## src/rtl/tx_gearbox_pkg.sv

```systemverilog
// Shared types and constants for the 10GBASE-R TX gearbox (66b blocks -> 32b line words).
package tx_gearbox_pkg;

  localparam int unsigned DATA_WIDTH = 32;
  localparam int unsigned HDR_WIDTH  = 2;
  localparam int unsigned BLOCK_SIZE = 66;
  localparam int unsigned SEQ_MAX    = 32;
  localparam int unsigned SEQ_WIDTH  = 6;
  localparam int unsigned BUF_WIDTH  = 64;

  // One encoded block as handed over by the encoder; also used by the RX sync bench.
  typedef struct packed {
    logic [HDR_WIDTH-1:0]       sync_hdr;
    logic [1:0][DATA_WIDTH-1:0] data_word;
  } encoded_block_t;

  // Residual bits held before the beat at a given seq: seq rounded up to even.
  function automatic logic [SEQ_WIDTH-1:0] residual_bits(input logic [SEQ_WIDTH-1:0] seq);
    return seq + {{(SEQ_WIDTH-1){1'b0}}, seq[0]};
  endfunction

endpackage

```

## src/rtl/gearbox_seq_ctrl.sv

```systemverilog
// Beat sequencer for the TX gearbox: 33-slot cycle of 32 beats plus one pause slot.
module gearbox_seq_ctrl
  import tx_gearbox_pkg::*;
(
  input  logic                 clk,
  input  logic                 reset,
  input  logic                 data_valid,
  output logic [SEQ_WIDTH-1:0] seq,
  output logic                 ready,
  output logic                 first_beat,
  output logic                 advance
);

  logic [SEQ_WIDTH-1:0] seq_q, seq_d;
  logic                 pause;

  // Decode slot type and next sequence value.
  always_comb begin
    pause      = (seq_q == SEQ_WIDTH'(SEQ_MAX));
    ready      = !pause;
    first_beat = !seq_q[0] && !pause;
    // The pause slot always advances, independent of the encoder.
    advance    = (data_valid && ready) || pause;
    seq_d      = seq_q;
    if (pause) begin
      seq_d = '0;
    end else if (advance) begin
      seq_d = seq_q + SEQ_WIDTH'(1);
    end
  end

  // Sequence register.
  always_ff @(posedge clk or posedge reset) begin
    if (reset) begin
      seq_q <= '0;
    end else begin
      seq_q <= seq_d;
    end
  end

  assign seq = seq_q;

endmodule

```

## src/rtl/tx_gearbox_66b32b.sv

```systemverilog
// TX gearbox: packs {hdr, word0, word1} blocks LSB-first into a continuous 32-bit stream.
// Optional sticky error flag built when GEARBOX_ERR_CHECK_EN is defined.
module tx_gearbox_66b32b
  import tx_gearbox_pkg::*;
(
  input  logic                  i_clk,
  input  logic                  i_reset,
  input  logic [DATA_WIDTH-1:0] i_data,
  input  logic [HDR_WIDTH-1:0]  i_hdr,
  input  logic                  i_data_valid,
  output logic                  o_ready,
  output logic [DATA_WIDTH-1:0] o_data,
  output logic                  o_data_valid,
  output logic                  o_err
);

  logic [SEQ_WIDTH-1:0]  seq;
  logic                  first_beat;
  logic                  advance;
  logic [SEQ_WIDTH-1:0]  res_cnt;
  logic [BUF_WIDTH-1:0]  buf_q, buf_d;
  logic [BUF_WIDTH-1:0]  new_bits;
  logic [BUF_WIDTH-1:0]  combined;
  logic [DATA_WIDTH-1:0] data_q;
  logic                  valid_q;

  gearbox_seq_ctrl u_seq_ctrl (
    .clk        (i_clk),
    .reset      (i_reset),
    .data_valid (i_data_valid),
    .seq        (seq),
    .ready      (o_ready),
    .first_beat (first_beat),
    .advance    (advance)
  );

  // Merge incoming bits above the residual; low 32 bits go out, the rest is kept.
  always_comb begin
    res_cnt  = residual_bits(seq);
    new_bits = '0;
    if (o_ready) begin
      if (first_beat) begin
        new_bits = {{(BUF_WIDTH-DATA_WIDTH-HDR_WIDTH){1'b0}}, i_data, i_hdr};
      end else begin
        new_bits = {{(BUF_WIDTH-DATA_WIDTH){1'b0}}, i_data};
      end
    end
    combined = buf_q | (new_bits << res_cnt);
    buf_d    = buf_q;
    if (advance) begin
      buf_d = combined >> DATA_WIDTH;
    end
  end

  // Residual buffer and registered line output.
  always_ff @(posedge i_clk or posedge i_reset) begin
    if (i_reset) begin
      buf_q   <= '0;
      data_q  <= '0;
      valid_q <= 1'b0;
    end else begin
      buf_q   <= buf_d;
      valid_q <= advance;
      if (advance) begin
        data_q <= combined[DATA_WIDTH-1:0];
      end
    end
  end

  assign o_data       = data_q;
  assign o_data_valid = valid_q;

`ifdef GEARBOX_ERR_CHECK_EN
  logic err_q;
  logic bad_hdr;
  logic pause_valid;

  // Flag illegal sync headers and encoder offers during the pause slot.
  always_comb begin
    bad_hdr     = i_data_valid && first_beat && ((i_hdr == 2'b00) || (i_hdr == 2'b11));
    pause_valid = i_data_valid && !o_ready;
  end

  // Sticky until reset.
  always_ff @(posedge i_clk or posedge i_reset) begin
    if (i_reset) begin
      err_q <= 1'b0;
    end else begin
      err_q <= err_q | bad_hdr | pause_valid;
    end
  end

  assign o_err = err_q;
`else
  assign o_err = 1'b0;
`endif

endmodule

```

## config.mk

```make
export PLATFORM = sky130hd
export DESIGN_NAME = tx_gearbox_66b32b
export DESIGN_NICKNAME = d
export VERILOG_FILES = /design/src/rtl/tx_gearbox_pkg.sv /design/src/rtl/gearbox_seq_ctrl.sv /design/src/rtl/tx_gearbox_66b32b.sv
export SDC_FILE = /design/constraint.sdc
export NUM_CORES = 1
export LEC_CHECK = 0
export ABC_AREA = 1
export ABC_CLOCK_PERIOD_IN_PS = 3950
export BUFFER_PORTS_ARGS = -buffer_cell sky130_fd_sc_hd__buf_4
export CORE_UTILIZATION = 64
export CTS_CLUSTER_SIZE = 25
export DETAILED_ROUTE_END_ITERATION = 8
export PLACE_DENSITY = 0.93
export SLEW_MARGIN = 20
export SYNTH_ARGS = -nofsm -noshare
export SYNTH_HDL_FRONTEND = slang
export SYNTH_SLANG_ARGS = --single-unit
```

## constraint.sdc

```tcl
create_clock -name i_clk -period 3.95 [get_ports i_clk]
set_input_delay 0.79 -clock i_clk [delete_from_list [all_inputs] [get_ports i_clk]]
set_output_delay 0.79 -clock i_clk [all_outputs]
set_load 0.005 [all_outputs]
```

== After elaboration in Yosys (flattened, before gate mapping) ==
Index checks and enable logic that the tools add are counted.
Storage, ports and cells
  register bits after elaboration: 71
  input bits: 37
  output and inout port bits: 35
  word-level logic and storage cells: 19
Operators by class
  add/subtract/negate cells: 2
  eq/ne operators: 1
  shift operators: 1
  multiplexer cells: 4
  bitwise gates (word level): 1
  reduce and logical (&&, ||, !) cells: 6
Operators by type and width (number)
  $mux 64: 1
  $or 32x64->64: 1
  $shl 64x6->64: 1
  $mux 34: 1
  $mux 6: 2
  $add 6x1->6: 1
  $add 6x1->6 const B: 1
  $eq 6x6->1 const B: 1
  $logic_and 1x1->1: 2
  $logic_not 1->1: 2
  $reduce_bool 2->1: 1
  $logic_or 1x1->1: 1

== Longest topological paths before layout ==
  depth after elaboration: 7
  depth in mapped cells: 15

== Modules after synthesis ==
Synthesis repeated with hierarchy kept, for this count alone.
Unflattened totals
  cell total of the unflattened synthesis: 942
  area total of the unflattened synthesis: 5806.8 um^2
Modules (own cells, without submodules)
  tx_gearbox_66b32b: times used 1, cells an instance 897, area each 5450.2 um^2
  gearbox_seq_ctrl: times used 1, cells an instance 45, area each 356.6 um^2

== Worst setup path after synthesis ==
OpenSTA, ideal clock, no wires.
  kind: reg2reg
  start point: register u_seq_ctrl.seq_q[0], in the netlist u_seq_ctrl.seq[0]
  end point: register data_q[18], in the netlist o_data[18]
  data arrival time: 2206 ps
  path slack: 1667 ps
  cell stages (with the launch flop): 14
  path buffers: 4
  clock period less this slack: 2283 ps
  cell sequence: dfrtp_1 -> buf_4 -> inv_2 -> buf_2 -> ha_1 -> buf_2 -> clkinv_1 -> clkbuf_1 -> nand3_1 -> nand3_1 -> nand3_1 -> nand3_1 -> nand3_1 -> a21oi_1
Between the ends
  cells in the longest elaborated chain, start to end: 7
  elaborated cells between the ends (all ways): 11
RTL lines
  start, declared: RTL line gearbox_seq_ctrl.sv:14  | logic [SEQ_WIDTH-1:0] seq_q, seq_d;
  start signal, assigned: RTL line gearbox_seq_ctrl.sv:37  | seq_q <= seq_d;
  $eq 6x6->1: RTL line gearbox_seq_ctrl.sv:19  | pause = (seq_q == SEQ_WIDTH'(SEQ_MAX));
  $logic_not 1->1: RTL line gearbox_seq_ctrl.sv:20, gearbox_seq_ctrl.sv:21
  $logic_and 1x1->1: RTL line gearbox_seq_ctrl.sv:21  | first_beat = !seq_q[0] && !pause;
  $mux 34: RTL line tx_gearbox_66b32b.sv:42  | if (first_beat) begin
  $mux 64: RTL line tx_gearbox_66b32b.sv:41  | if (o_ready) begin
  $shl 64x6->64: RTL line tx_gearbox_66b32b.sv:48  | combined = buf_q | (new_bits << res_cnt);
  $or 32x64->64: RTL line tx_gearbox_66b32b.sv:48
  end signal, assigned: RTL line tx_gearbox_66b32b.sv:65  | data_q <= combined[DATA_WIDTH-1:0];
  end, declared: RTL line tx_gearbox_66b32b.sv:24  | logic [DATA_WIDTH-1:0] data_q;
Several ways; a longest one is shown, not always the timed one.
A chain may end at the register's enable or synchronous reset.

== Worst setup path in the final report ==
  start point: register u_seq_ctrl.seq_q[0], in the netlist u_seq_ctrl.seq[0]
  end point: register buf_q[6]
Between the ends
  cells in the longest elaborated chain, start to end: 7
  elaborated cells between the ends (all ways): 11
RTL lines
  $eq 6x6->1: RTL line gearbox_seq_ctrl.sv:19
  $logic_not 1->1: RTL line gearbox_seq_ctrl.sv:20, gearbox_seq_ctrl.sv:21
  $logic_and 1x1->1: RTL line gearbox_seq_ctrl.sv:21
  $mux 34: RTL line tx_gearbox_66b32b.sv:42
  $mux 64: RTL line tx_gearbox_66b32b.sv:41
  $shl 64x6->64: RTL line tx_gearbox_66b32b.sv:48
  $or 32x64->64: RTL line tx_gearbox_66b32b.sv:48
  end signal, assigned: RTL line tx_gearbox_66b32b.sv:62  | buf_q <= buf_d;
  end, declared: RTL line tx_gearbox_66b32b.sv:21  | logic [BUF_WIDTH-1:0] buf_q, buf_d;
Several ways; a longest one is shown, not always the timed one.

==> impl_results.md <==
- Layout cells sized above 1: 12.60%
- Initial antenna violation count: 0
- Syn-to-layout area delta: 11.74%
- Crit Path Category: flip-flop to flip-flop
- Depth of the CTS H-tree: 3
- HPWL Detailed: 12.39 mm
- Seq pwr share: 20.1%
- Peak VDD IR: 492.1 uV
- Final clock skew: 0.007559 ns
- Number of synthesized register bits: 71
- CTS tree: yes
- Max FO, Critical Path: 38
- Slew margin rel.: 32.29%
- Placed inst area: 5871 um^2
- Syn_nets: 911
- P per Cell Area: 1011 nW/um^2
- Count of cell types in the netlist: 27
- R2R Setup Slk: 0.41 ns
- Grt ovf: 0
- Drt first-iter violations: 1,172
- Total Wirelength: 18.06 mm
- Avg Cell Area, Syn: 6.232 um^2
- Max incr delay on CP: 0.61 ns
- Vias: 6,689
- Synth Warn #: 0
- Combinational share of power: 70.0%
- Leakage: 2.995 nW
- Root Buffer: clkbuf_8
- Clk network pwr share: 9.9%
- Full die area: 8863 um^2
- Post-Syn Instances: 872
- RSZ-0062 raised after global routing: false
- Filler cells: 654
- Tmin final: 3.542 ns
- Worst path bufs/invs: 4
- Failing checks: design-rule violations
- Hold violation total from the final report: 0
- Die W: 94.15 um
- Fmax achieved: 282.3 MHz
- Setup crit start kind: flip-flop
- Final nets: 939
- DR WL/cell: 17.89 um
- Top-level I/O count: 72
- Int Pwr: 2.647 mW
- Cell Area, Synth: 5434 um^2
- DRC: 93
- Clk pin slew, worst setup/hold paths: 0.09 ns
- Total Routing Usage GR: 43.42%
- WP data arrival: 3.80 ns
- Hold Crit Class: input port to asynchronous set/reset pin
- Sw frac: 56.89%
- Final Power: 6.141 mW
- FF/Latch Area: 1777 um^2
- Initial Util: 66.13%
- Switching power: 3.494 mW
- Final setup viols: 0
- Design area: 6072 um^2
- Setup TNS: 0 ns
- Critical-path cell list: buf_4 -> inv_2 -> ha_1 -> buf_4 -> clkinvlp_4 -> nand3_1 -> nand3_1 -> nand3_1 -> nand2_1 -> nand2_1 -> nand2_1 -> nor2_1 -> nor2_1
- Max_cap viols: 0
- Status: finished with violations
- Crit. path cell count: 13
- Via-per-instance ratio: 6.623
- Sink Count: 71
- Num CTS Buffers: 9
- Place WS: 0.3191 ns
- Worst endpoint required time: 4.21 ns
- Worst r2r path cells: 13
- Max Slew Vio Count: 0
- Sequential fraction of the synthesis area: 32.70%
- Row Count: 33
- # port buffers: 70
- Global-route wire length before repair: 29.58 mm
- Worst-Margin Slew: 1.016 ns
- Clock buffer depth: 2
- Largest net degree at the start of global routing: 71
- Antenna Cells: 0
- RR Endpoint: buf_q[6]
- Gp weighted congestion: 1.167
- FF-to-FF Start: u_seq_ctrl.seq[0]
- Period utilization: 89.67%
- Worst Slack Setup Final: 0.4079 ns
- Vias in the first global route: 6,273
- Area of the multi-input gates: 3153 um^2
- CP top delay family: buffers and inverters
- Critical path endpoint category: flip-flop
- Die Y: 94.15 um
- Routed Antenna Nets: 0
- CTS Hold Bufs: 0
- Core area: 8217 um^2
- Critical Path Slowest Stage Cell: clkinvlp_4
- Clock Latency Late Sink: 0.37 ns
- Drt pass-1 iters: 9
metal layers:
metal / part of all wire (%) / GRT usage, %
met1: 34 / 51.03
met2: 44 / 63.95
met3: 14 / 17.48
met4: 7.8 / 30.77
met5: 0 / 0
registers in the layout (all words and copies together) (netlist names):
name            cells
o_data_valid        1
buf_q              32
o_data             32
u_seq_ctrl.seq      6
synth_stat cells:
| cell | number | area [um^2] |
|---|---|---|
| a21oi_1 | 53 | 265.3 |
| a31oi_1 | 6 | 37.54 |
| buf_1 | 6 | 22.52 |
| buf_2 | 27 | 135.1 |
| buf_4 | 9 | 67.56 |
| buf_6 | 1 | 11.26 |
| clkbuf_1 | 21 | 78.83 |
| clkinv_1 | 1 | 3.750 |
| conb_1 | 1 | 3.750 |
| dfrtp_1 | 71 | 1777 |
| ha_1 | 2 | 25.02 |
| inv_1 | 42 | 157.7 |
| inv_2 | 9 | 33.78 |
| inv_4 | 1 | 6.260 |
| nand2_1 | 168 | 630.6 |
| nand2_2 | 1 | 6.260 |
| nand3_1 | 270 | 1351 |
| nand3_2 | 1 | 10.01 |
| nand4_1 | 5 | 31.28 |
| nor2_1 | 105 | 394.1 |
| nor2_2 | 3 | 18.77 |
| o21ai_0 | 40 | 200.2 |
| o21ai_1 | 19 | 95.09 |
| o21bai_1 | 3 | 22.52 |
| o22ai_1 | 4 | 25.02 |
| or2_1 | 1 | 6.260 |
| xor2_1 | 2 | 17.52 |
cell type report:
type / instances / share of cell area, %
multi-input combinational: 684 / 51.93
sequential: 71 / 29.26
timing repair buffer: 81 / 10.01
inverter: 53 / 3.379
tap: 105 / 2.164
clock buffer: 10 / 2.102
clock inverter: 6 / 1.154
metrics by stage:
stage / hold WS (ns) / instances / util, %
6_report: 0.3942 / 1010 / 73.90
4_1_cts: 0.4177 / 1010 / 73.85
5_1_grt: 0.4389 / 1010 / 73.90
3_5_place_dp: 0.4692 / 994 / 71.45
3_3_place_gp: 0.4644 / 994 / 71.45
2_1_floorplan: 0.4498 / 872 / -
what timing repair did:
item                       4_1_cts  5_1_grt
setup endpoints to repair        0       47
buffers inserted                 0        0
hold endpoints to repair         0        0
gates resized for setup          0        1
power by group through the flow:
| stage | Sequential, mW | Clock [mW] | Combinational, mW |
|---|---|---|---|
| 3_5_place_dp | 1.24 | 0 | 4.00 |
| 2_1_floorplan | 1.21 | 0 | 2.92 |
| 6_report | 1.23 | 0.608 | 4.30 |
| 5_1_grt | 1.27 | 0.634 | 4.68 |
| 4_1_cts | 1.23 | 0.597 | 4.04 |
| 3_3_place_gp | 1.22 | 0 | 3.89 |
worst max-delay path by stage:
stage | from | endpoint
after floorplan | i_reset | buf_q[0]
after global placement | u_seq_ctrl.seq[0] | buf_q[3]
after detailed placement | u_seq_ctrl.seq[0] | buf_q[6]
after CTS | u_seq_ctrl.seq[0] | buf_q[0]
after global routing | u_seq_ctrl.seq[0] | buf_q[0]
final | u_seq_ctrl.seq[0] | buf_q[6]
cell families (layout without fill, tap and decap cells):
kind of cell / after synthesis / count (layout) / share of synthesized area (%)
flops: 71 / 71 / 32.70
fa+ha+maj: 2 / 2 / 0.4604
other cells: 1 / 1 / 0.06901
buf+inv: 117 / 150 / 9.509
compound gates: 125 / 125 / 11.88
simple gates: 554 / 554 / 45.06
xor+xnor: 2 / 2 / 0.3224
layout by cell type, fill, tap and decap left out, types with 2 or more instances in the layout:
cell type / netlist / layout
a21oi_1: 53 / 53
a31oi_1: 6 / 6
buf_4: 9 / 81
clkbuf_8: 0 / 9
clkinvlp_4: 0 / 4
dfrtp_1: 71 / 71
ha_1: 2 / 2
inv_1: 42 / 41
inv_2: 9 / 10
nand2_1: 168 / 168
nand3_1: 270 / 270
nand4_1: 5 / 5
nor2_1: 105 / 105
nor2_2: 3 / 2
o21ai_0: 40 / 40
o21ai_1: 19 / 19
o21bai_1: 3 / 3
o22ai_1: 4 / 4
Note: power is estimated with default switching activity, not from simulation.
